==> src/rtl/pipe_pkg.sv <==
// -----------------------------------------------------------------------------
// pipe_pkg
// Shared definitions for the MIPS image-datapath inter-stage registers.
//   - Per-stage control-field layouts (ID/EX, EX/MEM) and their widths.
//   - CTRL_BUBBLE: control value carried by a bubble (all control deasserted).
//   - Default widths for pipe_stage_reg.
// No ports (package).
// -----------------------------------------------------------------------------
package pipe_pkg;

  // ALU operation encoding as produced by the main decoder.
  typedef enum logic [2:0] {
    ALU_AND = 3'b000,
    ALU_OR  = 3'b001,
    ALU_ADD = 3'b010,
    ALU_SUB = 3'b110,
    ALU_SLT = 3'b111
  } alu_ctrl_e;

  // Control bundle travelling from ID into EX.
  typedef struct packed {
    logic      reg_write;
    logic      mem_to_reg;
    logic      mem_write;
    logic      alu_src;
    logic      reg_dst;
    alu_ctrl_e alu_control;
  } idex_ctrl_t;

  localparam int IDEX_CTRL_W = $bits(idex_ctrl_t);

  // Control bundle travelling from EX into MEM.
  typedef struct packed {
    logic reg_write;
    logic mem_to_reg;
    logic mem_write;
  } exmem_ctrl_t;

  localparam int EXMEM_CTRL_W = $bits(exmem_ctrl_t);

  // Bubbles must never write registers or memory: every control bit low.
  localparam logic [63:0] CTRL_BUBBLE = '0;

  localparam int DEFAULT_CTRL_W = IDEX_CTRL_W;
  localparam int DEFAULT_DATA_W = 96;
  localparam int DEFAULT_CNT_W  = 16;

endpackage

==> src/rtl/pipe_skid_buf.sv <==
// -----------------------------------------------------------------------------
// pipe_skid_buf
// Two-entry elastic buffer (main + skid) with a registered ready. The main
// entry drives the downstream side; the skid entry catches an input accepted
// while the output is stalled and refills main on the next output transfer.
// Ports:
//   clk, rst         clock, async active-high reset
//   flush_i          synchronous kill of both entries
//   in_valid_i/in_ready_o/in_ctrl_i/in_data_i     upstream handshake + payload
//   out_valid_o/out_ready_i/out_ctrl_o/out_data_o downstream handshake + payload
//   occ_o            entries held (0..2)
// -----------------------------------------------------------------------------
module pipe_skid_buf #(
  parameter int                CTRL_W = 8,
  parameter int                DATA_W = 96,
  parameter logic [CTRL_W-1:0] BUBBLE = '0
) (
  input  logic              clk,
  input  logic              rst,
  input  logic              flush_i,
  input  logic              in_valid_i,
  output logic              in_ready_o,
  input  logic [CTRL_W-1:0] in_ctrl_i,
  input  logic [DATA_W-1:0] in_data_i,
  output logic              out_valid_o,
  input  logic              out_ready_i,
  output logic [CTRL_W-1:0] out_ctrl_o,
  output logic [DATA_W-1:0] out_data_o,
  output logic [1:0]        occ_o
);

  logic              main_vld_q, main_vld_d;
  logic [CTRL_W-1:0] main_ctrl_q, main_ctrl_d;
  logic [DATA_W-1:0] main_data_q, main_data_d;
  logic              skid_vld_q, skid_vld_d;
  logic [CTRL_W-1:0] skid_ctrl_q, skid_ctrl_d;
  logic [DATA_W-1:0] skid_data_q, skid_data_d;
  logic              in_ready_q;
  logic [1:0]        occ_q;
  logic              push, pop;

  assign push = in_valid_i && in_ready_q;
  assign pop  = main_vld_q && out_ready_i;

  always_comb begin
    main_vld_d  = main_vld_q;
    main_ctrl_d = main_ctrl_q;
    main_data_d = main_data_q;
    skid_vld_d  = skid_vld_q;
    skid_ctrl_d = skid_ctrl_q;
    skid_data_d = skid_data_q;
    if (flush_i) begin
      // Data fields keep their last value; only validity and control die.
      main_vld_d  = 1'b0;
      skid_vld_d  = 1'b0;
      main_ctrl_d = BUBBLE;
    end else if (pop) begin
      if (skid_vld_q) begin
        // Skid is older than anything arriving now, so it moves up first.
        main_ctrl_d = skid_ctrl_q;
        main_data_d = skid_data_q;
        if (push) begin
          skid_ctrl_d = in_ctrl_i;
          skid_data_d = in_data_i;
        end else begin
          skid_vld_d = 1'b0;
        end
      end else if (push) begin
        main_ctrl_d = in_ctrl_i;
        main_data_d = in_data_i;
      end else begin
        main_vld_d  = 1'b0;
        main_ctrl_d = BUBBLE;
      end
    end else if (push) begin
      if (main_vld_q) begin
        skid_vld_d  = 1'b1;
        skid_ctrl_d = in_ctrl_i;
        skid_data_d = in_data_i;
      end else begin
        main_vld_d  = 1'b1;
        main_ctrl_d = in_ctrl_i;
        main_data_d = in_data_i;
      end
    end
  end

  always_ff @(posedge clk or posedge rst) begin
    if (rst) begin
      main_vld_q  <= 1'b0;
      main_ctrl_q <= BUBBLE;
      main_data_q <= '0;
      skid_vld_q  <= 1'b0;
      skid_ctrl_q <= '0;
      skid_data_q <= '0;
      in_ready_q  <= 1'b1;
      occ_q       <= 2'd0;
    end else begin
      main_vld_q  <= main_vld_d;
      main_ctrl_q <= main_ctrl_d;
      main_data_q <= main_data_d;
      skid_vld_q  <= skid_vld_d;
      skid_ctrl_q <= skid_ctrl_d;
      skid_data_q <= skid_data_d;
      // Ready is computed from next state so it falls on the same edge the
      // skid fills; no third entry is ever needed.
      in_ready_q  <= !skid_vld_d;
      occ_q       <= {main_vld_d & skid_vld_d, main_vld_d ^ skid_vld_d};
    end
  end

  assign in_ready_o  = in_ready_q;
  assign out_valid_o = main_vld_q;
  assign out_ctrl_o  = main_ctrl_q;
  assign out_data_o  = main_data_q;
  assign occ_o       = occ_q;

endmodule

==> src/rtl/pipe_stage_reg.sv <==
// -----------------------------------------------------------------------------
// pipe_stage_reg
// Generic elastic inter-stage register (IF/ID, ID/EX, EX/MEM, MEM/WB). Carries
// a control and a data field under valid/ready, inserts zero-control bubbles on
// FLUSH and counts downstream bubble cycles.
// Build option: define SKID_EN for a two-entry skid buffer with registered
// in_ready; otherwise a single entry with combinational in_ready.
// Ports:
//   clk, CLR (async active-high reset), FLUSH (sync kill)
//   in_valid/in_ready/in_ctrl/in_data     upstream side
//   out_valid/out_ready/out_ctrl/out_data downstream side
//   occupancy   entries held
//   bubble_cnt  saturating count of out_ready && !out_valid cycles
// -----------------------------------------------------------------------------
module pipe_stage_reg
  import pipe_pkg::*;
#(
  parameter int CTRL_W = DEFAULT_CTRL_W,
  parameter int DATA_W = DEFAULT_DATA_W,
  parameter int CNT_W  = DEFAULT_CNT_W
) (
  input  logic              clk,
  input  logic              CLR,
  input  logic              FLUSH,
  input  logic              in_valid,
  output logic              in_ready,
  input  logic [CTRL_W-1:0] in_ctrl,
  input  logic [DATA_W-1:0] in_data,
  output logic              out_valid,
  input  logic              out_ready,
  output logic [CTRL_W-1:0] out_ctrl,
  output logic [DATA_W-1:0] out_data,
  output logic [1:0]        occupancy,
  output logic [CNT_W-1:0]  bubble_cnt
);

  localparam logic [CTRL_W-1:0] BUBBLE = CTRL_W'(CTRL_BUBBLE);

`ifdef SKID_EN

  pipe_skid_buf #(
    .CTRL_W (CTRL_W),
    .DATA_W (DATA_W),
    .BUBBLE (BUBBLE)
  ) u_skid (
    .clk         (clk),
    .rst         (CLR),
    .flush_i     (FLUSH),
    .in_valid_i  (in_valid),
    .in_ready_o  (in_ready),
    .in_ctrl_i   (in_ctrl),
    .in_data_i   (in_data),
    .out_valid_o (out_valid),
    .out_ready_i (out_ready),
    .out_ctrl_o  (out_ctrl),
    .out_data_o  (out_data),
    .occ_o       (occupancy)
  );

`else

  logic              vld_q, vld_d;
  logic [CTRL_W-1:0] ctrl_q, ctrl_d;
  logic [DATA_W-1:0] data_q, data_d;

  // Free slot, or the held entry leaves this cycle.
  assign in_ready = !vld_q || out_ready;

  always_comb begin
    vld_d  = vld_q;
    ctrl_d = ctrl_q;
    data_d = data_q;
    if (FLUSH) begin
      vld_d  = 1'b0;
      ctrl_d = BUBBLE;
    end else if (in_valid && in_ready) begin
      vld_d  = 1'b1;
      ctrl_d = in_ctrl;
      data_d = in_data;
    end else if (vld_q && out_ready) begin
      vld_d  = 1'b0;
      ctrl_d = BUBBLE;
    end
  end

  always_ff @(posedge clk or posedge CLR) begin
    if (CLR) begin
      vld_q  <= 1'b0;
      ctrl_q <= BUBBLE;
      data_q <= '0;
    end else begin
      vld_q  <= vld_d;
      ctrl_q <= ctrl_d;
      data_q <= data_d;
    end
  end

  assign out_valid = vld_q;
  assign out_ctrl  = ctrl_q;
  assign out_data  = data_q;
  assign occupancy = {1'b0, vld_q};

`endif

  // Bubble statistics: cleared only by CLR, FLUSH has no effect on it.
  logic [CNT_W-1:0] bub_q, bub_d;

  always_comb begin
    bub_d = bub_q;
    if (out_ready && !out_valid && (bub_q != {CNT_W{1'b1}}))
      bub_d = bub_q + CNT_W'(1);
  end

  always_ff @(posedge clk or posedge CLR) begin
    if (CLR) bub_q <= '0;
    else     bub_q <= bub_d;
  end

  assign bubble_cnt = bub_q;

endmodule

==> config.mk <==
export PLATFORM = sky130hd
export DESIGN_NAME = pipe_stage_reg
export DESIGN_NICKNAME = d
export VERILOG_FILES = /design/src/rtl/pipe_pkg.sv /design/src/rtl/pipe_skid_buf.sv /design/src/rtl/pipe_stage_reg.sv
export SDC_FILE = /design/constraint.sdc
export NUM_CORES = 1
export LEC_CHECK = 0
export ABC_AREA = 1
export BUFFER_PORTS_ARGS = -buffer_cell sky130_fd_sc_hd__buf_2
export CORE_AREA = 5 5 114 116
export CTS_CLUSTER_DIAMETER = 40
export DETAILED_ROUTE_END_ITERATION = 10
export DIE_AREA = 0 0 119 121
export GPL_TIMING_DRIVEN = 0
export PLACE_DENSITY = 0.84
export SLEW_MARGIN = 10
export SYNTH_ARGS = -nofsm -noshare
export SYNTH_HDL_FRONTEND = slang
export SYNTH_SLANG_ARGS = --single-unit
==> constraint.sdc <==
create_clock -name clk -period 4.9 [get_ports clk]
set_input_delay 0.49 -clock clk [delete_from_list [all_inputs] [get_ports clk]]
set_output_delay 0.49 -clock clk [all_outputs]
set_load 0.02 [all_outputs]
==> flow_metrics.py <==
metrics = {
    "status": {
        "outcome": "finished, final reports clean",
    },
    "die": {
        "start_util": 0.439,
        "die_h_um": 121,
        "die_w_um": 119,
        "coreArea_sq_um": 11800,
        "die_area_sq_um": 14400,
        "boundaryPins": 233,
        "rows": 40,
    },
    "yosys": {
        "synth-async-reset-ratio": 1.00,
        "ys_ff_latch": 121,
        "synth_area_leaders": "dfrtp_1, nand2_1, inv_1",
        "yosys.area.top_type": "dfrtp_1",
        "syn_area_per_cell_sq_um": 8.73,
        "yosysMostFrequentCell": "nand2_1",
        "synth_ff_type": "dfrtp_1",
        "seq_area_frac_synth": 0.584,
        "synth.distinct_cells": 26,
        "synth_area_sq_um": 5180,
        "synth.net_count": 704,
        "yosys_warnings": 0,
        "ys_top_cells_by_count": "nand2_1, inv_1, dfrtp_1",
        "synth_top_area_frac": 0.584,
        "synth_edf_count": 0,
        "synth_cells": 594,
    },
    "sta": {
        "rsz0062_at_grt": "no",
        "setup_slack_ns": 3.07,
        "setup_violations": 0,
        "finClkSkew_ns": 0.00594,
        "max_freq_mhz": 547,
        "fin_setup_tns_ns": 0,
        "drv_slew": 0,
        "hold_viol": 0,
        "period_needed_ns": 1.83,
        "slew-limit-headroom": 0.650,
        "tightest_slew_ns": 0.525,
        "timing.final.crit_share": 0.373,
    },
    "global_route": {
        "grt_pass1_vias": 4556,
        "grt_remaining_overflow": 0,
        "grt_pass1_wl_um": 22200,
        "grt_usage": 0.194,
        "antenna_found_initial": 1,
        "grt_max_degree": 68,
    },
    "pwr": {
        "pwr-share-clk": 0.407,
        "leakage_nw": 4.19,
        "combPwrFrac": 0.201,
        "swShare": 0.291,
        "ir_worst_vdd_mv": 0.233,
        "powerDensity_nw_per_um2": 440,
        "p_switching_mw": 0.917,
        "cellInternalPower_mw": 2.23,
        "seq_power_share": 0.392,
    },
    "clocking": {
        "postCtsSetupBuffers": 0,
        "root_buffer": "clkbuf_16",
        "cts_max_level": 4,
        "cts_sinks": 121,
        "cts_buffers": 17,
        "cts_tree": "built",
        "clk_latency_ns": 0.40,
        "ctsLongestPathBuffers": 2,
        "clk_pin_slew_ns": 0.05,
        "cts_resized": 0,
        "ctsHoldBuffers": 0,
    },
    "place": {
        "place_ws_ns": 3.21,
        "portBuffers": 231,
        "dp_hpwl_um": 10400,
        "dpl_cell_area_sq_um": 6560,
        "gp_congestion": 0.849,
        "post-place-cells": 973,
    },
    "detailed_routing": {
        "vias": 4627,
        "via_per_inst": 4.61,
        "wl_per_cell_um": 13.8,
        "drt_pass1_iterations": 5,
        "drtIter0Drc": 302,
        "ant_nets": 0,
        "route.detailed.drc": 0,
        "wl_um": 13800,
    },
    "worst_setup_path": {
        "worstSetupPathType": "reg -> out",
        "path_max_fanout": 4,
        "required_ns": 4.41,
        "end_kind": "output pin",
        "crit_arrival_ns": 1.34,
        "start_kind": "flop",
    },
    "finish": {
        "num_antenna_cells": 0,
        "finalCoreUtilization": 0.607,
        "area.sequential_sq_um": 3030,
        "multi_input_area_sq_um": 1480,
        "finalNonFillerCells": 1003,
        "design_area_sq_um": 7170,
        "drive_above_1_share": 0.349,
        "num-nets-final": 955,
        "area_growth_pct": 38.2,
        "n_fill_cell": 1040,
    },
    "flow_run": {
        "drv_cap": 0,
    },
    "min_path": {
        "worstHoldPathType": "in -> async",
    },
}
## final cells by class
| cell class | count | share of cell area |
|---|---|---|
| multi-input combinational | 324 | 0.206 |
| inverter | 123 | 0.0651 |
| buffer | 26 | 0.0306 |
| sequential | 121 | 0.423 |
| timing repair buffer | 232 | 0.165 |
| tap | 147 | 0.0257 |
| clock inverter | 9 | 0.0206 |
| clock buffer | 21 | 0.0643 |
## worst paths after layout
path / cells after the start / slack, ns / end / from
worst max-delay path: 3 / 3.07 / in_ready / out_valid
worst min-delay path: 2 / 0.13 / out_data[2] / CLR
worst max register to register: 9 / 3.27 / bubble_cnt[0] / bubble_cnt[0]
worst min register to register: 2 / 0.48 / out_data[83] / out_data[83]
max in group asynchronous: 3 / 4.08 / out_data[8] / CLR
min in group clk: 2 / 0.26 / out_valid / FLUSH
## cell families after synthesis
kind of cell | count (synthesis) | synth area share
AO/OA/AOI/OAI | 109 | 0.107
buffers and inverters | 149 | 0.131
flip-flops | 121 | 0.584
AND/OR/NAND/NOR | 206 | 0.163
adder cells (fa/ha/maj) | 1 | 0.00241
other | 1 | 0.000723
XOR/XNOR | 7 | 0.0118
## critical path, cell delays in order, from the launching register on
cell and delay [ns]:
dfrtp_1 0.43, inv_1 0.08, or2_4 0.26, buf_2 0.17
## metal layers
layer,part of all wire,GRT usage
met4,0.022,0.0840
met5,0.00080,0
met3,0.072,0.0569
met2,0.51,0.337
met1,0.39,0.222
## state kept, by name, summed over array words and instances, names as in the netlist
signal / flops
out_ctrl: 8
bubble_cnt: 16
out_data: 96
out_valid: 1
## placed cells by master (no fill, tap or decap), types with 4 or more instances in the layout
cell | netlist | layout
o21ai_0 | 77 | 77
dfrtp_1 | 121 | 121
nand2_2 | 4 | 4
xnor2_1 | 5 | 5
inv_1 | 122 | 121
clkbuf_16 | 0 | 17
o21ai_1 | 29 | 29
buf_6 | 13 | 13
clkinv_2 | 0 | 4
bufinv_16 | 0 | 4
nand3_1 | 15 | 15
buf_2 | 10 | 241
nor2_1 | 17 | 17
nand2_1 | 160 | 160
## per-stage QoR
stage,power (mW),hold slack [ns]
floorplan,1.62,0.553
global placement,1.87,0.461
detailed placement,1.89,0.469
CTS,3.18,0.146
global route,3.30,0.177
finish,3.15,0.132
## power groups by stage
stage / Combinational (mW) / Clock (mW) / Sequential [mW]
finish: 0.633 / 1.28 / 1.23
global route: 0.695 / 1.35 / 1.25
global placement: 0.625 / 0 / 1.24
detailed placement: 0.644 / 0 / 1.25
floorplan: 0.201 / 0 / 1.42
CTS: 0.644 / 1.31 / 1.23
Note: power is estimated with default switching activity, not from simulation.
